## src/rtl/rng_share_arbiter.sv

```systemverilog
// Round-robin sharing of one raw random source among N_REQ requesters.
// The winner's captured word is reduced modulo its range by a bit-serial restoring divider.
module rng_share_arbiter #(
  parameter int N_REQ = 4,
  parameter int RAW_W = 16,
  parameter int OUT_W = 9
) (
  input  logic                   clk,
  input  logic                   reset,
  input  logic [RAW_W-1:0]       rnd_in,
  input  logic [N_REQ-1:0]       req,
  input  logic [N_REQ*OUT_W-1:0] max_flat,
  output logic [N_REQ-1:0]       gnt,
  output logic                   out_valid,
  output logic [OUT_W-1:0]       out_value,
  output logic [2:0]             out_id,
  output logic                   busy
);

  localparam int CNT_W = $clog2(RAW_W + 1);

  typedef enum logic [1:0] {IDLE, DIV, DONE} state_t;

  state_t           state;
  logic [2:0]       ptr;
  logic [2:0]       id;
  logic [2:0]       win_id;
  logic             win_any;
  logic [RAW_W-1:0] raw;
  logic [OUT_W-1:0] div;
  logic [OUT_W:0]   rem;
  logic [OUT_W:0]   rem_next;
  logic [OUT_W+1:0] trial;
  logic [OUT_W+1:0] div_ext;
  logic [OUT_W-1:0] final_value;
  logic [CNT_W-1:0] cnt;

  // Scan from the farthest offset back to ptr so the nearest requester at or after ptr wins.
  always_comb begin
    // NOTE: every always_comb output gets a default first, otherwise a latch is inferred.
    win_any = |req;
    win_id  = '0;
    for (int i = N_REQ - 1; i >= 0; i--) begin
      for (int j = 0; j < N_REQ; j++) begin
        if (j == (int'(ptr) + i) % N_REQ && req[j]) win_id = 3'(j);
      end
    end
  end

  // One restoring step; rem carries an extra bit because a zero divisor lets it grow unchecked.
  always_comb begin
    trial       = {rem, raw[RAW_W-1]};
    div_ext     = {2'b00, div};
    rem_next    = (trial >= div_ext) ? (OUT_W+1)'(trial - div_ext) : trial[OUT_W:0];
    final_value = (div == '0) ? '0 : rem_next[OUT_W-1:0];
  end

  // NOTE: sequential state is updated only with non-blocking assignments.
  always_ff @(posedge clk) begin
    if (reset) begin
      state     <= IDLE;
      ptr       <= '0;
      id        <= '0;
      raw       <= '0;
      div       <= '0;
      rem       <= '0;
      cnt       <= '0;
      gnt       <= '0;
      out_valid <= 1'b0;
      out_value <= '0;
      out_id    <= '0;
      busy      <= 1'b0;
    end else begin
      case (state)
        IDLE: begin
          if (win_any) begin
            id    <= win_id;
            raw   <= rnd_in;
            div   <= max_flat[int'(win_id)*OUT_W +: OUT_W];
            rem   <= '0;
            cnt   <= CNT_W'(RAW_W);
            busy  <= 1'b1;
            state <= DIV;
          end
        end
        DIV: begin
          rem <= rem_next;
          raw <= {raw[RAW_W-2:0], 1'b0};
          cnt <= cnt - 1'b1;
          if (cnt == CNT_W'(1)) begin
            out_valid <= 1'b1;
            gnt       <= N_REQ'(1) << id;
            out_value <= final_value;
            out_id    <= id;
            state     <= DONE;
          end
        end
        DONE: begin
          out_valid <= 1'b0;
          gnt       <= '0;
          busy      <= 1'b0;
          ptr       <= (int'(id) == N_REQ - 1) ? 3'd0 : id + 3'd1;
          state     <= IDLE;
        end
        default: state <= IDLE;
      endcase
    end
  end

endmodule

```

## config.mk

```make
export PLATFORM = sky130hd
export DESIGN_NAME = rng_share_arbiter
export DESIGN_NICKNAME = d
export VERILOG_FILES = /design/src/rtl/rng_share_arbiter.sv
export SDC_FILE = /design/constraint.sdc
export NUM_CORES = 1
export LEC_CHECK = 0
export ABC_CLOCK_PERIOD_IN_PS = 4400
export CAP_MARGIN = 20
export CORE_UTILIZATION = 56
export CTS_BUF_LIST = sky130_fd_sc_hd__clkbuf_4 sky130_fd_sc_hd__clkbuf_8 sky130_fd_sc_hd__clkbuf_16
export DETAILED_ROUTE_END_ITERATION = 8
export PLACE_DENSITY = 0.95
export SLEW_MARGIN = 5
export SYNTH_ARGS = -nofsm -noshare
export SYNTH_HDL_FRONTEND = slang
export SYNTH_SLANG_ARGS = --single-unit
export TNS_END_PERCENT = 1
```

## constraint.sdc

```tcl
create_clock -name clk -period 4.4 [get_ports clk]
set_clock_uncertainty 0.2 [all_clocks]
set_input_delay 0.44 -clock clk [delete_from_list [all_inputs] [get_ports clk]]
set_output_delay 0.44 -clock clk [all_outputs]
set_load 0.03 [all_outputs]
```

# After elaboration in Yosys (flattened, before gate mapping)
# Index checks and enable logic that the tools add are counted.
# Widths: inputs -> output; s select.
[word_totals] regBits=65 latch_bits=0 ram_bits=0 romBits=0 inputBits=58 output_inout_bits=18 wordCells=109 memories=0
[op_classes] add_sub_neg=6 multipliers=1 n_div=0 n_lt_le_gt_ge=1 eq_ne=18 shift=2 n_mux=33 bitwise=3 n_reduce_logical=33
[ops] cell="$logic_not 32->1" n=3
[ops] cell="$mux 3" n=14
[ops] cell="$shiftx 36x8->9" n=1
[ops] cell="$pmux 16 s2" n=1
[ops] cell="$mux 10" n=2
[ops] cell="$pmux 10 s2" n=1
[ops] cell="$eq 3x3->1 const A" n=6
[ops] cell="$mux 16" n=1
[ops] cell="$logic_and 1x1->1" n=15
[ops] cell="$reduce_and 2->1" n=6
[ops] cell="$ge 11x9->1" n=1
[ops] cell="$pmux 5 s2" n=1
[ops] cell="$sub 10x9->10" n=1
[ops] cell="$eq 2x3->1 const A" n=3
[ops] cell="$logic_not 9->1" n=1
[ops] cell="$mux 9" n=1
[ops] cell="$pmux 4 s2" n=1
[ops] cell="$mul 3x4->7 const B" n=1
[ops] cell="$mux 2" n=3
[ops] cell="$reduce_bool 2->1" n=3
[ops] cell="$reduce_or 2->1" n=3
[ops] cell="$eq 5x1->1 const B" n=1
[ops] cell="$mux 5" n=1
[ops] cell="$sub 5x1->5 const B" n=1
[ops] cell="other kinds (16)" n=25

# Logic depth before layout (Yosys ltp)
# Gate-level depths: netlist (run 1).
[depth] ltp_word=22 mapped_depth=9 mapped_depth_nobuf=9

# Least setup slack after synthesis (run 1)
# OpenSTA, ideal clock, no wires.
[synth_timing] path_type="reg2reg" startpoint="register div[6]" endpoint="register out_value[8]" setup_ns=0.133 arrival_ns=1.894 t_required_ns=4.067 path_slack_ns=2.173 path_stages_with_launch=10 n_path_buf=2 period_less_slack_ns=2.227 cell_sequence="dfxtp_1 > inv_1 > ha_1 > buf_2 > a211oi_2 > nor2_1 > or3_1 > buf_2 > o21ai_0 > o221ai_1"
[synth_between] elab_chain_cells=3 elab_cells_between_ends=5 cone_classes="1 x add/sub; 1 x order compare; 2 x mux; 1 x reduce/logical"
[synth_rtl] element="start: declaration" line_no="30" text="logic [OUT_W-1:0] div;"
[synth_rtl] element="start signal: assignment" line_no="79" text="div <= max_flat[int'(win_id)*OUT_W +: OUT_W];"
[synth_rtl] element="$sub 10x9->10 / $ge 11x9->1 (equally long branches)" line_no="54" text="rem_next = (trial >= div_ext) ? (OUT_W+1)'(trial - div_ext) : trial[OUT_W:0];"
[synth_rtl] element="$mux 10" line_no="54"
[synth_rtl] element="$mux 9 *" line_no="55" text="final_value = (div == '0) ? '0 : rem_next[OUT_W-1:0];"
[synth_rtl] element="end signal: assignment" line_no="93" text="out_value <= final_value;"
[synth_rtl] element="end: declaration" line_no="15" text="output logic [OUT_W-1:0] out_value,"
# Mark *: on every way between the ends. The rest lies on a longest branch, timed or not.
# A chain may end at the register's enable or synchronous reset.

# Final worst setup path (run 1)
[layout_timing] startpoint="register state[0]" endpoint="register out_value[7]"
[layout_between] elab_chain_cells=2
[layout_rtl] element="start: declaration" line_no="24" text="state_t state;"
[layout_rtl] element="start signal: assignment" line_no="61" text="state <= IDLE;"
[layout_rtl] element="start signal: assignment" line_no="83" text="state <= DIV;"
[layout_rtl] element="start signal: assignment" line_no="95" text="state <= DONE;"
[layout_rtl] element="$eq 2x1->1" line_no="74" text="case (state)"
[layout_rtl] element="$reduce_and 2->1 (no line)"
# No other way between the ends.

==> flow_summary_export.csv, run 1 <==
group,metric,value,unit
power_and_ir_drop,p_seq_frac,0.303,
place,place.gp.congestion,0.884,
worst_setup_path,worstSetupEndpointType,"flop",
power_and_ir_drop,ir_worst_vdd,417,uV
route,drt_iter0_drc,306,
worst_setup_path,startpoint_type,"flop",
power_and_ir_drop,swShare,0.422,
power_and_ir_drop,powerDensity,507,mW/mm^2
clock_tree,cts_made_buffers,9,
clock_tree,clock_latency,0.35,ns
yosys,synth_nets,536,
layout,final_area,0.00464,sq mm
grt,gr-max-usage-layer,"met2",
yosys,synth_area,0.00372,sq mm
route,wl_per_cell,16.1,um
yosys,yosys.area.top_type,"dfxtp_1",
yosys,synth-edff-count,0,
sta,slew-limit-headroom,0.496,
worst_setup_path,slowest_stage,"nor3_2",
sta,period_minus_slack,2.73,ns
min_path,hold_path.class,"reg2reg",
layout,fin_nets,596,
layout,antenna_cells,0,
layout,fill_cells,487,
clock_tree,cts-root-buf,"clkbuf_8",
run,maxCapViolCount,0,
run_status,run_status,"completed",
sta,timing.setup.tns,0,ns
power_and_ir_drop,p_leak,1.75,nW
die,initial_core_util,0.582,
yosys,synth-async-reset-ratio,0,
layout,area_growth,24.9,%
die,die_h,83.5,um
clock_tree,cts_tree,"built",
grt,grtUsageMet1,0.341,
clock_tree,cts.path.max_buffers,2,
die,io_pins,76,
worst_setup_path,cp.required,4.47,ns
route,antenna_left,0,
yosys,ys_types,68,
yosys,avgSynthCellArea,8.05,sq um
grt,antenna_found_initial,0,
die,dieArea,0.00697,sq mm
power_and_ir_drop,power.internal,0.00136,W
route,drc,0,
clock_tree,postCtsSetupRepairBufs,0,
yosys,syn_inst,462,
clock_tree,cts.htree.levels,3,
place,placed_cell_area,0.00443,sq mm
yosys,synth_top_cells_by_area,"dfxtp_1, nand2_1, ha_1, a21oi_1, nor2_1",
place,port_buffers,74,
clock_tree,clkSlewWorstSetupHoldPaths,0.07,ns
worst_setup_path,critPathTopFamily,"simple AND/OR/NAND/NOR gates",
yosys,synth-main-ff-cell,"dfxtp_1",
sta,report.final.slew_viol_count,0,
layout,final_util,0.727,
grt,grt_pass1_vias,3653,
route,dr.pass1.iters,5,
power_and_ir_drop,power,0.00235,W
layout,drive_gt1_frac,0.0930,
yosys,synth-seq-area-share,0.339,
route,routed_via_density,6.16,
worst_setup_path,path_buf_inv,0,
route,wirelength,9710,um
route,num_vias,3722,
power_and_ir_drop,combPwrFrac,0.484,
clock_tree,cts.sinks,63,
place,hpwl,6990,um
die,die_x,83.5,um
clock_tree,cts_hold_buf,0,
grt,grt.total_usage,0.292,
yosys,ys_ff_latch,63,
sta,max_clock_freq,0.367,GHz
grt,grt_start_max_net_pins,39,
worst_setup_path,critPathMaxStageDelay,0.65,ns
worst_setup_path,cp_data_arrival_time,2.80,ns
die,rows,29,
sta,holdWs,0.261,ns
grt,grt_use_met2,0.510,
sta,rsz0062_at_grt,"false",
grt,grt-ovfl-total,0,
clock_tree,cts_resized,0,
sta,hold_viol_final,0,
yosys,yosys_warnings,0,
worst_setup_path,crit_type,"reg2reg",
sta,worst_pin_slew,0.754,ns
sta,timing.final.crit_share,0.620,
worst_setup_path,worstPathMaxFanout,12,
die,coreArea,0.00639,sq mm
sta,setup-violations-final,0,
worst_setup_path,cp_cell_sequence,"nor2b_1, nand2_2, nor3_2, o21ai_0, o211ai_1",
grt,gr-usage-met3,0.0613,
power_and_ir_drop,p_clk_frac,0.213,
yosys,synth.top_cell.area_share,0.339,
grt,grt_pass1_wl,16500,um
power_and_ir_drop,power.switching,0.000994,W
worst_setup_path,reg2reg_slack,1.67,ns
==> synth_stat cells, drive strengths merged, types with 3 or more instances <==
| cell type | instances |
|---|---|
| o21ai | 21 |
| o21a | 5 |
| mux2i | 3 |
| a21o | 3 |
| dfxtp | 63 |
| or3 | 3 |
| nand2b | 5 |
| ha | 15 |
| nor2 | 46 |
| nand3 | 21 |
| mux2 | 9 |
| or4 | 4 |
| o31ai | 6 |
| o211ai | 9 |
| inv | 21 |
| a21oi | 36 |
| nand4 | 8 |
| a221o | 9 |
| a211oi | 3 |
| nor2b | 6 |
| clkbuf | 12 |
| buf | 18 |
| nand2 | 70 |
| xnor2 | 3 |
| nor3 | 10 |
| o221ai | 4 |
| a311oi | 15 |
==> layout by cell type, fill, tap and decap left out, types with 3 or more instances in the layout <==
master and count:
clkbuf_8 13, dfxtp_1 63, nand3_1 21, mux2i_1 3, nand4_1 8, o211ai_1 9
xnor2_1 3, o21ai_1 3, o21a_1 5, nand2_1 69, o21ai_0 18, nor2b_1 6
buf_4 4, mux2_2 8, a311oi_1 15, o31ai_1 6, clkdlybuf4s50_1 74, o221ai_1 4
nor3_1 7, nor2_1 44, a221o_1 9, ha_1 15, nor3_2 3, or4_1 4
a21o_1 3, a21oi_1 35, inv_1 20, nand2b_1 5
==> worst register-to-register path: stages (launching register included) <==
cell and delay, ns:
dfxtp_1 0.57, nor2b_1 0.47, nand2_2 0.19, nor3_2 0.65
o21ai_0 0.32, o211ai_1 0.25
==> power by group through the flow <==
stage	Combinational, W	Clock, W	Sequential [W]
final	0.00114	0.000501	0.000713
after global routing	0.00125	0.000530	0.000722
after floorplan	0.000826	0	0.000712
after global placement	0.00107	0	0.000718
after CTS	0.00110	0.000501	0.000711
after detailed placement	0.00109	0	0.000722
==> through the flow <==
step	setup WS [ns]	cells
2_1_floorplan	2.17	462
6_report	1.67	604
3_5_place_dp	1.27	587
5_1_grt	1.48	604
3_3_place_gp	1.33	587
4_1_cts	1.61	603
==> metal layers <==
metal	part of all wire	up-vias	wire length, um
met4	0.028	0	268
met3	0.059	30	573
met1	0.41	1723	3970
met2	0.50	168	4900
li1	-	1801	-
met5	0	-	0
==> cells by family after synthesis <==
kind of cell / Yosys count / synth area share
and+or+nand+nor: 185 / 0.246
AOI/OAI and AO/OA: 130 / 0.250
DFF: 63 / 0.339
buffers and inverters: 51 / 0.0616
adders and majority gates: 16 / 0.0559
muxes: 12 / 0.0364
xor gates and xnor gates: 4 / 0.00943
other: 1 / 0.00101
==> registers in the layout, summed over array words and instances (netlist names) <==
| register | count |
|---|---|
| cnt | 5 |
| out_value | 9 |
| busy | 1 |
| ptr | 2 |
| state | 2 |
| out_id | 2 |
| gnt | 4 |
| div | 9 |
| id | 2 |
| out_valid | 1 |
| rem | 10 |
| raw | 16 |
==> final timing paths <==
path                startpoint            to  cells past startpoint
setup / recovery      state[0]  out_value[7]                      5
hold / removal    out_value[4]  out_value[4]                      2
setup reg to reg      state[0]  out_value[7]                      5
hold reg to reg   out_value[4]  out_value[4]                      2
==> final cells by class <==
type / instances / area [sq um] / share of cell area
inverters: 21 / 78.8 / 0.0170
repair buffers: 79 / 782 / 0.168
flip-flops and latches: 63 / 1260 / 0.272
well taps: 77 / 96.3 / 0.0207
clock inverters: 2 / 12.5 / 0.00269
clock buffers: 14 / 186 / 0.0401
multi-input cells: 348 / 2230 / 0.480
No activity file was read; power rests on OpenSTA's default activity.
==> run 2: changes to the inputs <==
--- a/config.mk
+++ b/config.mk
@@ -5,12 +5,12 @@
 export SDC_FILE = /design/constraint.sdc
 export NUM_CORES = 1
 export LEC_CHECK = 0
-export ABC_CLOCK_PERIOD_IN_PS = 4400
+export ABC_CLOCK_PERIOD_IN_PS = 2600
 export CAP_MARGIN = 20
-export CORE_UTILIZATION = 56
+export CORE_UTILIZATION = 52
 export CTS_BUF_LIST = sky130_fd_sc_hd__clkbuf_4 sky130_fd_sc_hd__clkbuf_8 sky130_fd_sc_hd__clkbuf_16
 export DETAILED_ROUTE_END_ITERATION = 8
-export PLACE_DENSITY = 0.95
+export PLACE_DENSITY = 0.92
 export SLEW_MARGIN = 5
 export SYNTH_ARGS = -nofsm -noshare
 export SYNTH_HDL_FRONTEND = slang
==> constraint.sdc (replaced) <==
create_clock -name clk -period 2.6 [get_ports clk]
set_clock_uncertainty 0.2 [all_clocks]
set_input_delay 0.26 -clock clk [delete_from_list [all_inputs] [get_ports clk]]
set_output_delay 0.26 -clock clk [all_outputs]
set_load 0.03 [all_outputs]
==> flow_summary_export.csv, run 2 (same netlist as run 1, synthesis figures left out) <==
group,metric,value,unit
run_status,run_status,"completed",
route,routed_via_density,5.98,
layout,drive_gt1_frac,0.113,
grt,grt_start_max_net_pins,37,
sta,period_minus_slack,2.47,ns
clock_tree,cts.path.max_buffers,2,
power_and_ir_drop,ir_worst_vdd,472,uV
sta,slew-limit-headroom,0.516,
layout,final_common_cell,"clkdlybuf4s50_1",
place,dp.cells,618,
place,port_buffers,74,
route,drt_iter0_drc,220,
die,initial_core_util,0.544,
power_and_ir_drop,p_leak,1.80,nW
layout,reg_top3,"raw x16, rem x10",
power_and_ir_drop,p_seq_frac,0.304,
power_and_ir_drop,power.internal,0.00230,W
sta,report.final.slew_viol_count,0,
worst_setup_path,cp_data_arrival_time,2.56,ns
grt,grt.total_usage,0.277,
clock_tree,cts.sinks,63,
die,coreArea,0.00683,sq mm
route,num_vias,3791,
clock_tree,cts_made_buffers,9,
power_and_ir_drop,swShare,0.422,
grt,antenna_found_initial,0,
route,antenna_left,0,
grt,grt_pass1_vias,3687,
route,dr.pass1.iters,5,
sta,setup-violations-final,0,
layout,antenna_cells,0,
layout,largest_reg_flops,16,
power_and_ir_drop,power,0.00397,W
sta,timing.setup.tns,0,ns
clock_tree,clock_latency,0.35,ns
sta,max_clock_freq,0.404,GHz
power_and_ir_drop,combPwrFrac,0.497,
sta,rsz0062_at_grt,"false",
die,die_x,86.6,um
sta,timing.final.crit_share,0.952,
place,dp_slack,0.0168,ns
worst_setup_path,worstSetupEndpointType,"flop",
route,drc,0,
worst_setup_path,worstPathMaxFanout,11,
power_and_ir_drop,powerDensity,838,mW/mm^2
min_path,hold_path.class,"in2reg",
layout,mostFrequentLayoutCells,"clkdlybuf4s50_1, nand2_1, dfxtp_1, nor2_1, a21oi_1",
power_and_ir_drop,power.switching,0.00168,W
layout,final_cells,634,
worst_setup_path,crit_type,"reg2reg",
layout,fill_cells,555,
sta,hold_viol_final,0,
run,maxCapViolCount,0,
place,hpwl,7010,um
worst_setup_path,startpoint_type,"flop",
die,rows,30,
layout,fin_nets,607,
power_and_ir_drop,p_clk_frac,0.200,
layout,area_growth,27.4,%
sta,fin_ws,0.125,ns
sta,worst_pin_slew,0.723,ns
die,dieArea,0.00749,sq mm
grt,grt_pass1_wl,16400,um
clock_tree,cts-root-buf,"clkbuf_8",
route,wl_per_cell,15.6,um
die,io_pins,76,
route,wirelength,9870,um
layout,top_register,"raw",
grt,grt-ovfl-total,0,
worst_setup_path,cp.required,2.68,ns
clock_tree,clkSlewWorstSetupHoldPaths,0.07,ns
die,die_h,86.6,um
clock_tree,cts_tree,"built",
place,place.gp.congestion,0.874,
clock_tree,cts.htree.levels,3,
## run 2: layout make-up
type,count,area [sq um],share of cell area
clock buffers,13,166,0.0351
clock inverters,3,17.5,0.00370
inverters,21,78.8,0.0166
multi-input cells,348,2230,0.471
flip-flops and latches,63,1260,0.266
well taps,96,120,0.0254
repair buffers,90,861,0.182
## run 2: final timing paths
kind	startpoint	to	slack, ns	cells past startpoint
max reg2reg	div[3]	rem[9]	0.13	7
max	div[3]	rem[9]	0.13	7
min	rnd_in[0]	raw[0]	0.26	3
min reg2reg	out_value[6]	out_value[6]	0.27	2
## run 2: timing repair
| item | 4_1_cts | 5_1_grt |
|---|---|---|
| hold buffers | 0 | 0 |
| setup endpoints to repair | 0 | 5 |
| hold endpoints to repair | 0 | 0 |
| buffers inserted | 0 | 0 |
| resized for setup | 0 | 1 |
## run 2: layer usage
layer  GRT usage  up-vias  share of wire
met1       0.319     1814           0.41
met4       0.118        0          0.025
met2       0.479      129           0.51
li1            -     1817              -
met5           0        -              0
met3      0.0781       31          0.059
## run 2: per-stage QoR
stage / hold WS [ns] / utilization / area [sq um]
floorplan: 0.196 / - / 3720
global placement: 0.247 / 0.666 / 4550
detailed placement: 0.256 / 0.666 / 4550
CTS: 0.253 / 0.693 / 4730
global route: 0.274 / 0.693 / 4740
finish: 0.265 / 0.693 / 4740
## run 2: critical path, cell delays in order, from the launching register on
cell,delay [ns]
dfxtp_1,0.38
inv_1,0.07
ha_1,0.38
a21oi_2,0.28
nand2_1,0.11
o21a_1,0.31
or4_1,0.57
nand3_1,0.11
## run 2: power groups by stage
| stage | Clock [W] | Sequential (W) | Combinational, W |
|---|---|---|---|
| CTS | 0.000804 | 0.00120 | 0.00191 |
| detailed placement | 0 | 0.00122 | 0.00187 |
| global placement | 0 | 0.00122 | 0.00181 |
| floorplan | 0 | 0.00121 | 0.00140 |
| finish | 0.000793 | 0.00121 | 0.00197 |
| global route | 0.000848 | 0.00122 | 0.00218 |
==> run 3: changes to the inputs <==
--- a/config.mk
+++ b/config.mk
@@ -11,6 +11,7 @@
 export CTS_BUF_LIST = sky130_fd_sc_hd__clkbuf_4 sky130_fd_sc_hd__clkbuf_8 sky130_fd_sc_hd__clkbuf_16
 export DETAILED_ROUTE_END_ITERATION = 8
 export PLACE_DENSITY = 0.92
+export REMOVE_ABC_BUFFERS = 1
 export SLEW_MARGIN = 5
 export SYNTH_ARGS = -nofsm -noshare
 export SYNTH_HDL_FRONTEND = slang
==> flow_summary_export.csv, run 3 (same netlist as run 1, synthesis figures left out) <==
group,metric,value,unit
route,wirelength,9590,um
place,port_buffers,74,
layout,drive_gt1_frac,0.115,
clock_tree,cts-root-buf,"clkbuf_8",
layout,final_common_cell,"clkdlybuf4s50_1",
place,hpwl,6920,um
layout,reg_top3,"raw x16, rem x10",
grt,antenna_found_initial,0,
sta,report.final.slew_viol_count,0,
layout,antenna_cells,0,
grt,grt_start_max_net_pins,37,
worst_setup_path,cp_cell_sequence,"inv_1, ha_1, o21a_1, o21a_1, o21a_1, or4_1, nand3_1",
grt,grt_pass1_vias,3619,
die,dieArea,0.00749,sq mm
sta,slew-limit-headroom,0.495,
power_and_ir_drop,power.switching,0.00170,W
route,num_vias,3750,
die,die_x,86.6,um
power_and_ir_drop,powerDensity,840,mW/mm^2
power_and_ir_drop,p_seq_frac,0.302,
clock_tree,cts_tree,"built",
run,maxCapViolCount,0,
clock_tree,cts_made_buffers,9,
worst_setup_path,crit_type,"reg2reg",
route,wl_per_cell,15.1,um
route,routed_via_density,5.91,
route,dr.pass1.iters,5,
run_status,run_status,"completed",
worst_setup_path,slowest_stage,"or4_1",
power_and_ir_drop,power,0.00399,W
sta,rsz0062_at_grt,"false",
grt,grt.total_usage,0.275,
sta,fin_ws,0.153,ns
power_and_ir_drop,p_clk_frac,0.203,
layout,largest_reg_flops,16,
sta,setup-violations-final,0,
min_path,hold_path.class,"in2reg",
power_and_ir_drop,ir_worst_vdd,573,uV
sta,timing.final.crit_share,0.941,
sta,period_minus_slack,2.45,ns
die,die_h,86.6,um
layout,top_register,"raw",
worst_setup_path,worstSetupEndpointType,"flop",
sta,timing.setup.tns,0,ns
place,dp_slack,0.0894,ns
place,place.gp.congestion,0.894,
route,drt_iter0_drc,284,
layout,multi_input_area,0.00223,sq mm
sta,holdWs,0.256,ns
layout,fill_cells,543,
power_and_ir_drop,p_leak,1.80,nW
clock_tree,cts.path.max_buffers,2,
layout,mostFrequentLayoutCells,"clkdlybuf4s50_1, nand2_1, dfxtp_1, nor2_1, a21oi_1",
layout,regArea,0.00126,sq mm
die,coreArea,0.00683,sq mm
power_and_ir_drop,power.internal,0.00229,W
clock_tree,cts.htree.levels,3,
worst_setup_path,startpoint_type,"flop",
die,io_pins,76,
layout,area_growth,27.7,%
layout,fin_nets,608,
route,drc,0,
power_and_ir_drop,swShare,0.426,
worst_setup_path,cp_data_arrival_time,2.54,ns
sta,hold_viol_final,0,
clock_tree,clock_latency,0.35,ns
power_and_ir_drop,combPwrFrac,0.495,
worst_setup_path,worstPathMaxFanout,11,
worst_setup_path,cp.required,2.69,ns
sta,worst_pin_slew,0.754,ns
grt,grt-ovfl-total,0,
clock_tree,clkSlewWorstSetupHoldPaths,0.07,ns
clock_tree,cts.sinks,63,
worst_setup_path,critPathMaxStageDelay,0.59,ns
die,rows,30,
sta,max_clock_freq,0.409,GHz
route,antenna_left,0,
worst_setup_path,cpMostUsedCell,"o21a_1",
die,initial_core_util,0.544,
grt,grt_pass1_wl,16200,um
-- run 3: cell count changes in the layout (fill, tap and decap cells not counted), sizes merged --
cell / change
clkbuf: -1
inv: +1
clkinv: -1
clkinvlp: +1
buf: +1
-- run 3: area by class of cell --
type | instances | area share
inverter | 21 | 0.0166
timing repair buffer | 91 | 0.183
multi-input combinational | 348 | 0.470
tap | 96 | 0.0253
clock buffer | 12 | 0.0335
clock inverter | 4 | 0.00606
sequential | 63 | 0.266
-- run 3: repair_timing --
item                                    in CTS  in global routing
resized for setup                            0                  1
hold endpoints to repair                     0                  0
hold buffers                                 0                  0
endpoints found under the setup margin       0                  7
setup buffers                                0                  0
-- run 3: final timing paths --
check / startpoint / endpoint / slack (ns) / cells after the start
max reg2reg: div[5] / rem[9] / 0.15 / 7
min reg2reg: out_value[2] / out_value[2] / 0.27 / 2
min: rnd_in[0] / raw[0] / 0.26 / 3
max: div[5] / rem[9] / 0.15 / 7
-- run 3: critical path, delay by kind of cell, from the launching register on --
family,cells,cell delay [ns]
simple gates,2,0.70
compound gates,3,0.64
fa+ha+maj,1,0.41
flops,1,0.38
buf+inv,1,0.06
-- run 3: power by group through the flow --
stage	logic [W]	registers, W	clock network [W]
after floorplan	0.00131	0.00121	0
after global placement	0.00183	0.00121	0
after detailed placement	0.00189	0.00122	0
after CTS	0.00191	0.00120	0.000819
after global routing	0.00218	0.00122	0.000863
final	0.00197	0.00120	0.000811
-- run 3: metal layers --
layer	global-route usage	share of wire	vias to the layer above
li1	-	-	1825
met1	0.331	0.43	1762
met2	0.468	0.49	134
met3	0.0619	0.050	29
met4	0.124	0.026	0
met5	0	0	-
-- run 3: through the flow --
step | area (sq um) | utilization | instances
global route | 4750 | 0.695 | 635
global placement | 4560 | 0.667 | 619
CTS | 4740 | 0.694 | 635
finish | 4750 | 0.695 | 635
detailed placement | 4560 | 0.667 | 619
floorplan | 3570 | - | 432
